## config.mk

```make
export PLATFORM = sky130hd
export DESIGN_NAME = ap_hs_initiator
export DESIGN_NICKNAME = d
export VERILOG_FILES = /design/src/rtl/ap_hs_pkg.sv /design/src/rtl/ap_hs_initiator_watchdog.sv /design/src/rtl/ap_hs_initiator.sv
export SDC_FILE = /design/constraint.sdc
export NUM_CORES = 1
export LEC_CHECK = 0
export ABC_AREA = 0
export CAP_MARGIN = 20
export CORE_UTILIZATION = 33
export CTS_BUF_LIST = sky130_fd_sc_hd__clkbuf_8 sky130_fd_sc_hd__clkbuf_16
export DETAILED_ROUTE_END_ITERATION = 12
export PLACE_DENSITY = 0.78
export SLEW_MARGIN = 10
export SYNTH_ARGS = -nofsm -noshare
export SYNTH_HDL_FRONTEND = slang
export SYNTH_HIERARCHICAL = 1
export SYNTH_SLANG_ARGS = --single-unit
```

## constraint.sdc

```tcl
create_clock -name ap_clk -period 11.06 [get_ports ap_clk]
set_input_delay 2.765 -clock ap_clk [delete_from_list [all_inputs] [get_ports ap_clk]]
set_output_delay 2.765 -clock ap_clk [all_outputs]
set_load 0.01 [all_outputs]
```

## src/rtl/ap_hs_pkg.sv

```systemverilog
// ---------------------------------------------------------------------------
// ap_hs_pkg
// Shared definitions for the ap_ctrl_hs initiator: FSM state encoding,
// positions of the error flags in m_err, default lane geometry and a
// lane-slice helper for packed lane vectors.
// ---------------------------------------------------------------------------
package ap_hs_pkg;

  // Initiator FSM states
  typedef enum logic [1:0] {
    IDLE  = 2'd0,
    START = 2'd1,
    OUT   = 2'd2,
    DRAIN = 2'd3
  } hs_state_e;

  // Bit positions inside m_err
  localparam int ERR_TIMEOUT = 0;
  localparam int ERR_VLD     = 1;

  // Default lane geometry (matches the SIMD-adder callee)
  localparam int LANE_DW   = 10;
  localparam int NUM_LANES = 4;

  // Extract lane idx from a packed lane vector (lane i at [i*DW +: DW])
  function automatic logic [LANE_DW-1:0] lane_slice(
    input logic [NUM_LANES*LANE_DW-1:0] bus,
    input int                           idx
  );
    return bus[idx*LANE_DW +: LANE_DW];
  endfunction

endpackage

```

## src/rtl/ap_hs_initiator_watchdog.sv

```systemverilog
// ---------------------------------------------------------------------------
// ap_hs_watchdog
// Counts cycles while enabled and flags the cycle in which the count
// reaches the limit, so the caller can abort on that same edge.
//   i_clk, i_rst : clock, asynchronous active-high reset
//   i_clear      : zero the counter (has priority over i_enable)
//   i_enable     : count this cycle
//   i_limit      : number of enabled cycles allowed
//   o_expired    : high in the enabled cycle that reaches i_limit
// ---------------------------------------------------------------------------
module ap_hs_watchdog #(
  parameter int CNT_W = 8
) (
  input  logic             i_clk,
  input  logic             i_rst,
  input  logic             i_clear,
  input  logic             i_enable,
  input  logic [CNT_W-1:0] i_limit,
  output logic             o_expired
);

  logic [CNT_W-1:0] r_cnt;
  logic [CNT_W:0]   w_cnt_inc;

  // One extra bit so the comparison cannot wrap at the all-ones count
  assign w_cnt_inc = {1'b0, r_cnt} + (CNT_W+1)'(1);

  // Expire in the enabled cycle whose increment reaches the limit, so a
  // limit of N allows exactly N enabled cycles
  assign o_expired = i_enable && (w_cnt_inc >= {1'b0, i_limit});

  // Cycle counter: cleared on request, saturates instead of wrapping
  always_ff @(posedge i_clk or posedge i_rst) begin
    if (i_rst) begin
      r_cnt <= '0;
    end else if (i_clear) begin
      r_cnt <= '0;
    end else if (i_enable && (r_cnt != '1)) begin
      r_cnt <= w_cnt_inc[CNT_W-1:0];
    end
  end

endmodule

```

## src/rtl/ap_hs_initiator.sv

```systemverilog
// ---------------------------------------------------------------------------
// ap_hs_initiator
// Initiator side of an ap_ctrl_hs handshake. Takes operand vectors from an
// upstream valid/ready stream, runs start/ready/done/continue with the
// callee, and returns the captured results with error flags downstream.
//   ap_clk, ap_rst        : clock, asynchronous active-high reset
//   s_valid/s_ready       : upstream operand stream, s_a/s_b packed lanes
//   m_valid/m_ready       : downstream result stream, m_z lanes, m_err flags
//                           (bit0 timeout, bit1 lane vld mismatch)
//   c_start/c_continue/c_ce, c_a/c_b : drive to the callee
//   c_idle/c_ready/c_done, c_z/c_z_vld : status and results from the callee
//   busy                  : high whenever the FSM is not in IDLE
// ---------------------------------------------------------------------------
module ap_hs_initiator
  import ap_hs_pkg::*;
#(
  parameter int DW      = LANE_DW,
  parameter int LANES   = NUM_LANES,
  parameter int TIMEOUT = 255,
  parameter int CNT_W   = 8
) (
  input  logic                ap_clk,
  input  logic                ap_rst,
  input  logic                s_valid,
  output logic                s_ready,
  input  logic [LANES*DW-1:0] s_a,
  input  logic [LANES*DW-1:0] s_b,
  output logic                m_valid,
  input  logic                m_ready,
  output logic [LANES*DW-1:0] m_z,
  output logic [1:0]          m_err,
  output logic                c_start,
  output logic                c_continue,
  output logic                c_ce,
  output logic [LANES*DW-1:0] c_a,
  output logic [LANES*DW-1:0] c_b,
  input  logic                c_idle,
  input  logic                c_ready,
  input  logic                c_done,
  input  logic [LANES*DW-1:0] c_z,
  input  logic [LANES-1:0]    c_z_vld,
  output logic                busy
);

  localparam logic [CNT_W-1:0] LIMIT = CNT_W'(TIMEOUT);

  hs_state_e           r_state, w_state_nxt;
  logic                r_s_ready, w_s_ready_nxt;
  logic                r_m_valid, w_m_valid_nxt;
  logic [LANES*DW-1:0] r_m_z, w_m_z_nxt;
  logic [1:0]          r_m_err, w_m_err_nxt;
  logic                r_c_start, w_c_start_nxt;
  logic                r_c_continue, w_c_continue_nxt;
  logic                r_c_ce;
  logic [LANES*DW-1:0] r_a, w_a_nxt;
  logic [LANES*DW-1:0] r_b, w_b_nxt;
  logic                r_busy;
  logic                w_accept;
  logic                w_wd_enable;
  logic                w_wd_expired;
  logic                w_unused_idle;

  // ap_idle is informational only; nothing in the handshake depends on it
  assign w_unused_idle = c_idle;

  assign w_accept    = (r_state == IDLE) && s_valid && r_s_ready;
  assign w_wd_enable = (r_state == START);

  // Watchdog counts START cycles and is rearmed on every accepted operand
  ap_hs_watchdog #(
    .CNT_W(CNT_W)
  ) u_watchdog (
    .i_clk    (ap_clk),
    .i_rst    (ap_rst),
    .i_clear  (w_accept),
    .i_enable (w_wd_enable),
    .i_limit  (LIMIT),
    .o_expired(w_wd_expired)
  );

  // Next-state and next-output logic. Every output is a register, so this
  // block computes the value each register takes at the next edge. Done has
  // priority over the watchdog and over ready: a callee may raise ready and
  // done together, and only done completes the call.
  always_comb begin
    w_state_nxt      = r_state;
    w_s_ready_nxt    = 1'b0;
    w_m_valid_nxt    = r_m_valid;
    w_m_z_nxt        = r_m_z;
    w_m_err_nxt      = r_m_err;
    w_c_start_nxt    = 1'b0;
    w_c_continue_nxt = 1'b0;
    w_a_nxt          = r_a;
    w_b_nxt          = r_b;

    unique case (r_state)
      IDLE: begin
        w_s_ready_nxt = 1'b1;
        if (w_accept) begin
          w_a_nxt       = s_a;
          w_b_nxt       = s_b;
          w_s_ready_nxt = 1'b0;
          w_c_start_nxt = 1'b1;
          w_state_nxt   = START;
        end
      end
      START: begin
        if (c_done) begin
          w_m_z_nxt              = c_z;
          w_m_err_nxt            = '0;
          w_m_err_nxt[ERR_VLD]   = ~&c_z_vld;
          w_m_valid_nxt          = 1'b1;
          w_c_continue_nxt       = 1'b1;
          w_state_nxt            = OUT;
        end else if (w_wd_expired) begin
          w_m_z_nxt                = '0;
          w_m_err_nxt              = '0;
          w_m_err_nxt[ERR_TIMEOUT] = 1'b1;
          w_m_valid_nxt            = 1'b1;
          w_state_nxt              = OUT;
        end else begin
          w_c_start_nxt = 1'b1;
        end
      end
      OUT: begin
        if (r_m_valid && m_ready) begin
          w_m_valid_nxt = 1'b0;
          w_m_err_nxt   = '0;
          w_state_nxt   = DRAIN;
        end
      end
      DRAIN: begin
        // A callee may hold done for several cycles; wait until both done
        // and ready are low so the next call cannot see a stale done
        if (!c_done && !c_ready) begin
          w_s_ready_nxt = 1'b1;
          w_state_nxt   = IDLE;
        end
      end
      default: begin
        w_state_nxt = IDLE;
      end
    endcase
  end

  // State and output registers. Reset discards any call in flight; clock
  // enable to the callee is held high from the first edge after reset.
  always_ff @(posedge ap_clk or posedge ap_rst) begin
    if (ap_rst) begin
      r_state      <= IDLE;
      r_s_ready    <= 1'b0;
      r_m_valid    <= 1'b0;
      r_m_z        <= '0;
      r_m_err      <= '0;
      r_c_start    <= 1'b0;
      r_c_continue <= 1'b0;
      r_c_ce       <= 1'b0;
      r_a          <= '0;
      r_b          <= '0;
      r_busy       <= 1'b0;
    end else begin
      r_state      <= w_state_nxt;
      r_s_ready    <= w_s_ready_nxt;
      r_m_valid    <= w_m_valid_nxt;
      r_m_z        <= w_m_z_nxt;
      r_m_err      <= w_m_err_nxt;
      r_c_start    <= w_c_start_nxt;
      r_c_continue <= w_c_continue_nxt;
      r_c_ce       <= 1'b1;
      r_a          <= w_a_nxt;
      r_b          <= w_b_nxt;
      r_busy       <= (w_state_nxt != IDLE);
    end
  end

  assign s_ready    = r_s_ready;
  assign m_valid    = r_m_valid;
  assign m_z        = r_m_z;
  assign m_err      = r_m_err;
  assign c_start    = r_c_start;
  assign c_continue = r_c_continue;
  assign c_ce       = r_c_ce;
  assign c_a        = r_a;
  assign c_b        = r_b;
  assign busy       = r_busy;

endmodule

```

==> results of run 1 <==
[worst register-to-register path, stage by stage (launching register included)]
cell and delay (ps):
dfrtp_1 430, ha_1 290, nand2_1 70, nor2_1 180, xor2_1 100, ha_1 310
and3_1 170, nand3_1 100, a21oi_1 60, o41a_1 410, o21ai_2 150, buf_4 380
a221o_1 270, o22ai_1 90
[state kept, by name, summed over array words and instances (netlist names), 2 cells and up]
name / cells
m_err: 2
m_z: 40
c_a: 40
r_state: 2
c_b: 40
u_watchdog/r_cnt: 8
[cell families after synthesis]
kind of cell             Yosys count
AO/OA/AOI/OAI                     65
XOR/XNOR                          10
adder cells (fa/ha/maj)           13
buffers and inverters             43
flip-flops                       138
multiplexers                       2
other                              1
AND/OR/NAND/NOR                  282
[power by group through the flow]
stage / Clock [mW] / Sequential [mW] / Combinational [mW]
after floorplan: 0 / 0.957 / 0.405
after global placement: 0 / 0.856 / 1.03
after detailed placement: 0 / 0.860 / 1.05
after CTS: 0.654 / 0.858 / 1.05
after global routing: 0.678 / 0.888 / 1.14
final: 0.637 / 0.857 / 1.04
[cells in the mapped netlist (all sizes together) (6+ instances only)]
library cell | count | area share (%)
nand2 | 246 | 16
dfrtp | 138 | 61
a22o | 40 | 6.2
buf | 28 | 3.7
inv | 15 | 1.0
ha | 13 | 2.9
nor2 | 13 | 0.86
xor2 | 10 | 1.5
o21ai | 8 | 0.84
a21oi | 6 | 0.53
nand3 | 6 | 0.84
[final timing paths]
| kind | endpoint | cells past startpoint | slack [ps] | startpoint |
|---|---|---|---|---|
| worst max-delay path | c_a[31]$_DFFE_PP0P_ | 3 | 6840 | ap_rst |
| worst min-delay path | c_a[8]$_DFFE_PP0P_ | 2 | 470 | c_a[8]$_DFFE_PP0P_ |
| worst max register to register | busy$_DFF_PP0_ | 13 | 7920 | u_watchdog/r_cnt[0]$_DFFE_PP0P_ |
| worst min register to register | c_a[8]$_DFFE_PP0P_ | 2 | 470 | c_a[8]$_DFFE_PP0P_ |
| max in group ap_clk | busy$_DFF_PP0_ | 6 | 6850 | s_valid |
| min in group asynchronous | u_watchdog/r_cnt[0]$_DFFE_PP0P_ | 2 | 2720 | ap_rst |
[layer usage]
metal / global-route usage [%] / vias to the layer above
met5: 0 / -
met4: 7.73 / 0
met3: 6.32 / 32
met2: 27.0 / 196
met1: 21.2 / 2230
li1: - / 2314
[stage by stage]
step           area, um^2  instances  hold WS [ps]  setup WS, ps
6_report             9030       1048           469          6840
5_1_grt              9030       1048           486          6550
4_1_cts              9030       1048           476          6710
3_5_place_dp         8360       1016           461          6230
3_3_place_gp         8360       1016           455          6250
2_1_floorplan        5680        562           510          4830
[final cells by class]
class / count / area (um^2)
clock buffers: 19 / 453
clock inverters: 13 / 215
fillers: 1502 / 7610
inverters: 15 / 58.8
multi-input cells: 381 / 1970
flip-flops and latches: 138 / 3450
well taps: 220 / 275
repair buffers: 262 / 2610
==> results.md, run 1 <==
* Outcome: completed
* Dpl hpwl at about 10000 um
* Layout area overhead at 59.8%
* DRC at 0
* Worst setup path class: in2async
* Worst-path cell chain: clkdlybuf4s50_1, inv_4, buf_4
* Synthesis Warnings at 6
* Die height at about 130 um
* Fmax at about 240 MHz
* CP endpoint kind: asynchronous set/reset pin
* Drt total wl at between 10000 and 15000 um
* Commonest non-fill, non-tap cell in the layout: clkdlybuf4s50_1
* Largest stage delay on the critical path at 790 ps
* WP data required at between 10000 and 15000 ps
* Initial antenna violation count at 0
* Area of the die at about 18000 um^2
* Crit Path Max Fanout at 66
* DRT met1 WL at between 6000 and 7000 um
* Buf+Inv Stages, Crit Path at 3
* WL per Instance at approximately 14 um
* Final setup vio count at 0
* Post-CTS Hold Fix Bufs at 0
* Largest family of logic cells by synthesized area: simple AND/OR/NAND/NOR gates
* Tcrit/Tclk final at a little under two fifths
* DRT Pass-1 Iters at 4
* Number of setup buffers added after CTS at 0
* CP max-delay cell: buf_4
* Largest net degree at the start of global routing at between 80 and 90
* Highest Signal Layer: met4
* # rows at 47
* Grt ovf at 0
* Max Root-Sink Buffers at 2
* ANT nets after route at 0
* Die X at roughly 130 um
* P_sw at 0.818 mW
* Cell area after synthesis at between 5000 and 6000 um^2
* Main synth FF type: dfrtp_1
* Adder-Cell Fraction of Synth Area at under 10%
* Post-synth ARST share at between 90% and 100%
* Count of final max-slew check failures at 0
* # diodes at 0
* Worst hold path type: reg2reg
* Comb power frac at between 40% and 50%
* Final Util at 54.3%
* Met3 WL at between 1000 and 1500 um
* Mapped Cells at between 500 and 600
* H-tree depth at 4
* Hold Vio Cnt, Final at 0
* Via count at 4772
* Worst-Margin Slew at ~900 ps
* Total clock sinks at 138
* Nets at ~960
* XOR/XNOR Fraction of Synth Area at about 1.5%
* Count of state elements after synthesis at 138
* Setup tns final at 0 ps
* Later-pin clock latency in the skew report at 410 ps
* Share of synthesized area spent on multiplexers at less than 1%
* Reg power frac at 33.8%
* Minimum clock period at between 4000 and 5000 ps
* Max Cap Viol at 0
* Simple-gate share of the synthesized area at between 20% and 30%
* Register area share after synthesis at between 60% and 70%
* Internal power at approximately 1.7 mW
* Delay-heaviest family, CP: buffers and inverters
* Core box area at approximately 17000 um^2
* Initial Util at between 30% and 40%
* TritonCTS buffer count at 17
* Clock Skews at between 7 and 8 ps
* Synth cell types at 38
* Average size of a mapped cell at 10.2 um^2
* Peak VDD IR at 0.137 mV
* Clock transition at the registers of the reported paths at approximately 60 ps
* GPL Wtd Cong at roughly 0.74
* Tot GR Track Use at 17.2%
* Startpoint types: input port
* Clock root cell: clkbuf_16
* CTS tree: done
* CTS-repair resized insts at 0
* PD cells at 280 nW/um^2
* Setup repair after global routing missed its margin: no
* Number of flops mapped to enable cells by yosys at 0
* First-pass GRT wire length at between 20000 and 25000 um
* Most frequent cells in the layout: clkdlybuf4s50_1, nand2_1, dfrtp_1, a22o_1, clkbuf_16
* DRT iter0 DRCs at ~210
* Vias in the first global route at ~4800
* Io pins at between 200 and 300
* Critical Path AT at 4660 ps
* Max-slew headroom at around two fifths
* Switching share of power at roughly a third
* Compound-Gate Fraction of Synth Area at a little under a tenth
* LEAKAGE at around 4.3 nW
* Power Total at between 2 and 3 mW
* Clk pwr share at around a quarter
* Met2 routed WL at slightly below 7000 um
* IO buf count at 257
* Layout cells sized above 1 at 5.80%
* DR vias/cell at roughly 4.6
No activity file was read; power rests on OpenSTA's default activity.
==> run 2: changes to the inputs <==
==> constraint.sdc (replaced) <==
create_clock -name ap_clk -period 4.1 [get_ports ap_clk]
set_input_delay 1.025 -clock ap_clk [delete_from_list [all_inputs] [get_ports ap_clk]]
set_output_delay 1.025 -clock ap_clk [all_outputs]
set_load 0.01 [all_outputs]
==> results.md, run 2 (synthesis results as in run 1) <==
* Final setup vio count at 0 (unchanged)
* Filler instances at 1443 (-3.9%)
* Core box area at 16600 um^2 (unchanged)
* ANT nets after route at 0 (unchanged)
* # rows at 47 (unchanged)
* LEAKAGE at 4.29 nW (-0.53%)
* TritonCTS buffer count at 17 (unchanged)
* Clock root cell: clkbuf_16
* WP data required at 4360 ps (-7140 ps)
* Hold Vio Cnt, Final at 0 (unchanged)
* WL per Instance at 14.2 um (+1.6%)
* Total clock sinks at 138 (unchanged)
* Die height at 133 um (unchanged)
* DRC at 0 (unchanged)
* Worst setup path class: reg2reg
* Largest net degree at the start of global routing at 83 (-3.5%)
* Worst hold path type: reg2reg
* Tot GR Track Use at 17.6% (+0.42 points)
* DR vias/cell at 4.49 (-1.4%)
* Max-slew headroom at 40.8% (+0.75 points)
* Dpl hpwl at 10200 um (+2.1%)
* H-tree depth at 4 (unchanged)
* Worst-Margin Slew at 889 ps (-11.2 ps)
* # diodes at 0 (unchanged)
* Minimum clock period at a little over 3000 ps
* Max Root-Sink Buffers at 2 (unchanged)
* Clock Skews at 8.87 ps (+1.83 ps)
* Via count at 4705 (-1.4%)
* Number of setup buffers added after CTS at 0 (unchanged)
* Drt total wl at 14900 um (+1.6%)
* Count of final max-slew check failures at 0 (unchanged)
* Vias in the first global route at 4725 (-1.5%)
* Io pins at 259 (unchanged)
* First-pass GRT wire length at 24400 um (+2.8%)
* DP Worst Slack at 1020 ps (-5210 ps)
* CP endpoint kind: flop
* Crit Path Max Fanout at 42 (-36%)
* Max Cap Viol at 0 (unchanged)
* PD cells at 749 nW/um^2 (+170%)
* Area of the die at 17700 um^2 (unchanged)
* Layout area overhead at 59.3%
* Most frequent cells in the layout: clkdlybuf4s50_1, nand2_1, dfrtp_1, a22o_1, clkbuf_16
* Setup repair after global routing missed its margin: no
* Clock transition at the registers of the reported paths at 60 ps (about the same)
* Initial Util at 34.0% (unchanged)
* CTS-repair resized insts at 0 (unchanged)
* Tcrit/Tclk final at roughly three quarters
* Startpoint types: flop
* Nets at 960 (+0.10%)
* Final worst-path setup slack at 1000 ps (-5840 ps)
* DRT iter0 DRCs at 245 (+16%)
* Grt ovf at 0 (unchanged)
* Setup tns final at 0 ps (unchanged)
* Die X at 133 um (unchanged)
* Fmax at about 320 MHz
* Critical Path AT at 3360 ps (-1300 ps)
* Later-pin clock latency in the skew report at 410 ps (about the same)
* Peak VDD IR at 0.390 mV (+190%)
* Layout cells sized above 1 at 5.80% (unchanged)
* Commonest non-fill, non-tap cell in the layout: clkdlybuf4s50_1
* Post-CTS Hold Fix Bufs at 0 (unchanged)
* GPL Wtd Cong at 0.800 (+8.0%)
* Initial antenna violation count at 0 (unchanged)
* IO buf count at 257 (unchanged)
* DRT Pass-1 Iters at 4 (unchanged)
* Outcome: completed
* CTS tree: done
## run 2: cell types whose count changed in the layout (fill, tap and decap cells not counted), sizes merged
cell / delta
clkinvlp: +3
bufinv: -2
clkbuf: +2
clkinv: -2
inv: -2
buf: +1
## run 2: final cells by class
class | count | area, um^2 | area share (%)
multi-input combinational | 381 | 1970 | 21.8
clock inverter | 10 | 140 | 1.56
inverter | 15 | 60.1 | 0.667
timing repair buffer | 263 | 2630 | 29.2
tap | 220 | 275 | 3.06
clock buffer | 21 | 480 | 5.33
sequential | 138 | 3450 | 38.3
## run 2: worst max-delay path, stage by stage, from the launching register on
cell     delay, ps
dfrtp_1        420
ha_1           270
nand2_1         70
nor2_1         190
xor2_1         110
ha_1           320
and3_1         180
nand3_1         90
a21oi_1         50
o41a_1         380
o21ai_2        130
buf_4          400
a221o_1        250
o22ai_1        100
## run 2: power by group
group	internal, mW	switching (mW)
Combinational	1.54	1.28
Clock	1.02	0.589
Sequential	1.97	0.346
Total	4.53	2.21
## run 2: routing by layer
metal	track usage, %	routed length (um)
met5	0	0
met2	27.6	7150
met1	22.6	6440
met4	7.34	281
met3	5.40	1060
## run 2: worst paths after layout
kind                                                  from                              end  slack [ps]  cells after the start
max                        u_watchdog/r_cnt[0]$_DFFE_PP0P_                   busy$_DFF_PP0_        1000                     13
min                                    c_b[13]$_DFFE_PP0P_              c_b[13]$_DFFE_PP0P_         470                      2
max reg2reg                u_watchdog/r_cnt[0]$_DFFE_PP0P_                   busy$_DFF_PP0_        1000                     13
min reg2reg                            c_b[13]$_DFFE_PP0P_              c_b[13]$_DFFE_PP0P_         470                      2
max in group asynchronous                           ap_rst              c_a[24]$_DFFE_PP0P_        2220                      3
min in group asynchronous                           ap_rst  u_watchdog/r_cnt[5]$_DFFE_PP0P_         960                      2
## run 2: stage by stage
stage / std cells / util (%) / hold WS, ps / total power [mW] / area (um^2)
2_1_floorplan: 562 / - / 510 / 3.68 / 5690
3_3_place_gp: 1017 / 50.4 / 456 / 5.11 / 8390
3_5_place_dp: 1017 / 50.4 / 461 / 5.17 / 8390
4_1_cts: 1048 / 54.1 / 477 / 6.82 / 9010
5_1_grt: 1048 / 54.1 / 490 / 7.20 / 9010
6_report: 1048 / 54.1 / 471 / 6.75 / 9010
==> run 3: changes to the inputs <==
==> constraint.sdc (replaced) <==
create_clock -name ap_clk -period 3.2 [get_ports ap_clk]
set_input_delay 0.8 -clock ap_clk [delete_from_list [all_inputs] [get_ports ap_clk]]
set_output_delay 0.8 -clock ap_clk [all_outputs]
set_load 0.01 [all_outputs]
==> results.md, run 3 (synthesis results as in run 1) <==
* H-tree depth at 4 (unchanged)
* Worst hold margin at 470 ps (-0.907 ps)
* DRT Pass-1 Iters at 4 (unchanged)
* GPL Wtd Cong at 0.757 (-5.3%)
* Worst hold stages at 2 (unchanged)
* Die height at 133 um (unchanged)
* Area of the die at 17700 um^2 (unchanged)
* Peak VDD IR at 0.401 mV (+2.8%)
* # rows at 47 (unchanged)
* DRC at 0 (unchanged)
* Outcome: completed
* Max Root-Sink Buffers at 2 (unchanged)
* Worst hold path type: reg2reg
* Setup tns final at 0 ps (unchanged)
* Nets at 961 (+0.10%)
* R2R cell count at 12 (-1)
* Dpl hpwl at 10300 um (+0.67%)
* # diodes at 0 (unchanged)
* PD cells at 939 nW/um^2 (+25%)
* Post-CTS Hold Fix Bufs at 0 (unchanged)
* Clock root cell: clkbuf_16
* TritonCTS buffer count at 17 (unchanged)
* Max-slew headroom at 61.6% (+21 points)
* IO buf count at 257 (unchanged)
* CTS-repair resized insts at 0 (unchanged)
* Hold Vio Cnt, Final at 0 (unchanged)
* DRT iter0 DRCs at 171 (-30%)
* Layout cells sized above 1 at 5.78% (-0.014 points)
* Io pins at 259 (unchanged)
* Via count at 4713 (+0.17%)
* Worst setup path class: reg2reg
* CP startpoint: u_watchdog/r_cnt[0]$_DFFE_PP0P_
* Startpoint types: flop
* Worst-Margin Slew at 576 ps (-313 ps)
* Worst hold endpoint: c_b[6]$_DFFE_PP0P_
* Setup repair after global routing missed its margin: no
* Drt total wl at 14600 um (-1.9%)
* Die X at 133 um (unchanged)
* Final setup vio count at 0 (unchanged)
* Core box area at 16600 um^2 (unchanged)
* Area after DPL at 8460 um^2 (+0.84%)
* Later-pin clock latency in the skew report at 410 ps (about the same)
* Hold_sp: c_b[6]$_DFFE_PP0P_
* Fmax at 356 MHz (+10%)
* DR vias/cell at 4.49 (about the same)
* R2r startpoint: u_watchdog/r_cnt[0]$_DFFE_PP0P_
* Count of final max-slew check failures at 0 (unchanged)
* Total clock sinks at 138 (unchanged)
* Critical Path AT at 3130 ps (-230 ps)
* Crit Path Max Fanout at 5 (-88%)
* Grt ovf at 0 (unchanged)
* LEAKAGE at 4.29 nW (about the same)
* DP Worst Slack at 430 ps (-588 ps)
* Most frequent cells in the layout: clkdlybuf4s50_1, nand2_1, dfrtp_1, a22o_1, clkbuf_16
* Final instance area at 9020 um^2 (+0.15%)
* Minimum clock period at 2810 ps (-293 ps)
* CP endpoint kind: flop
* Number of setup buffers added after CTS at 0 (unchanged)
* Initial antenna violation count at 0 (unchanged)
* WP data required at 3530 ps (-830 ps)
* Vias in the first global route at 4740 (+0.32%)
* Tcrit/Tclk final at 87.7% (+12 points)
* Power Total at 8.47 mW (+26%)
* Largest net degree at the start of global routing at 83 (unchanged)
* ANT nets after route at 0 (unchanged)
* Clock Skews at 7.75 ps (-1.12 ps)
* Max Cap Viol at 0 (unchanged)
* Commonest non-fill, non-tap cell in the layout: clkdlybuf4s50_1
* Initial Util at 34.0% (unchanged)
* First-pass GRT wire length at 23900 um (-2.0%)
* CTS tree: done
* Final worst-path setup slack at 394 ps (-607 ps)
* Reg2Reg Setup Slack at 390 ps (-610 ps)
* FF-to-FF End: busy$_DFF_PP0_
* Layout area overhead at 59.6%
* Tot GR Track Use at 17.1% (-0.51 points)
* WL per Instance at 14.0 um (-2.1%)
* Clock transition at the registers of the reported paths at 60 ps (about the same)
==> run 3: layer usage <==
metal | global-route usage (%) | up-vias | part of all wire, %
li1 | - | 2321 | -
met1 | 21.4 | 2209 | 44
met2 | 27.4 | 167 | 48
met3 | 5.67 | 16 | 6.8
met4 | 6.39 | 0 | 1.4
met5 | 0 | - | 0
==> run 3: report_power, final <==
part	total (mW)	switching, mW	internal (mW)
Combinational	3.66	1.64	2.01
Sequential	2.97	0.439	2.53
Clock	1.85	0.756	1.09
Total	8.47	2.84	5.63
==> run 3: per-stage QoR <==
| step | utilization, % | instances |
|---|---|---|
| 4_1_cts | 54.2 | 1050 |
| 6_report | 54.2 | 1050 |
| 5_1_grt | 54.2 | 1050 |
| 3_5_place_dp | 50.8 | 1018 |
| 2_1_floorplan | - | 562 |
| 3_3_place_gp | 50.8 | 1018 |
==> run 3: cell type report <==
cell class                      count  area (um^2)
Timing Repair Buffer              264         2700
Clock inverter                     14          125
Clock buffer                       18          439
Inverter                           15         60.1
Tap cell                          220          275
Multi-Input combinational cell    381         1970
Sequential cell                   138         3450
Fill cell                        1452         7620
==> run 3: worst max path at each step <==
stage | depth (start not counted) | end | slack [ps]
after floorplan | 12 | m_z[10]$_DFFE_PP0P_ | 740
after global placement | 12 | busy$_DFF_PP0_ | 480
after CTS | 12 | busy$_DFF_PP0_ | 410
final | 12 | busy$_DFF_PP0_ | 390
after detailed placement | 12 | busy$_DFF_PP0_ | 430
after global routing | 12 | busy$_DFF_PP0_ | 210
==> run 3: worst max-delay path, stage by stage, from the launching register on <==
cell and delay (ps):
dfrtp_1 420, ha_1 280, nand2_1 80, nor2_1 180
xor2_1 100, ha_1 310, and3_1 180, nand3_1 80
a21oi_1 50, o41a_1 390, nor3b_1 350, nor4_1 130
o22ai_1 190
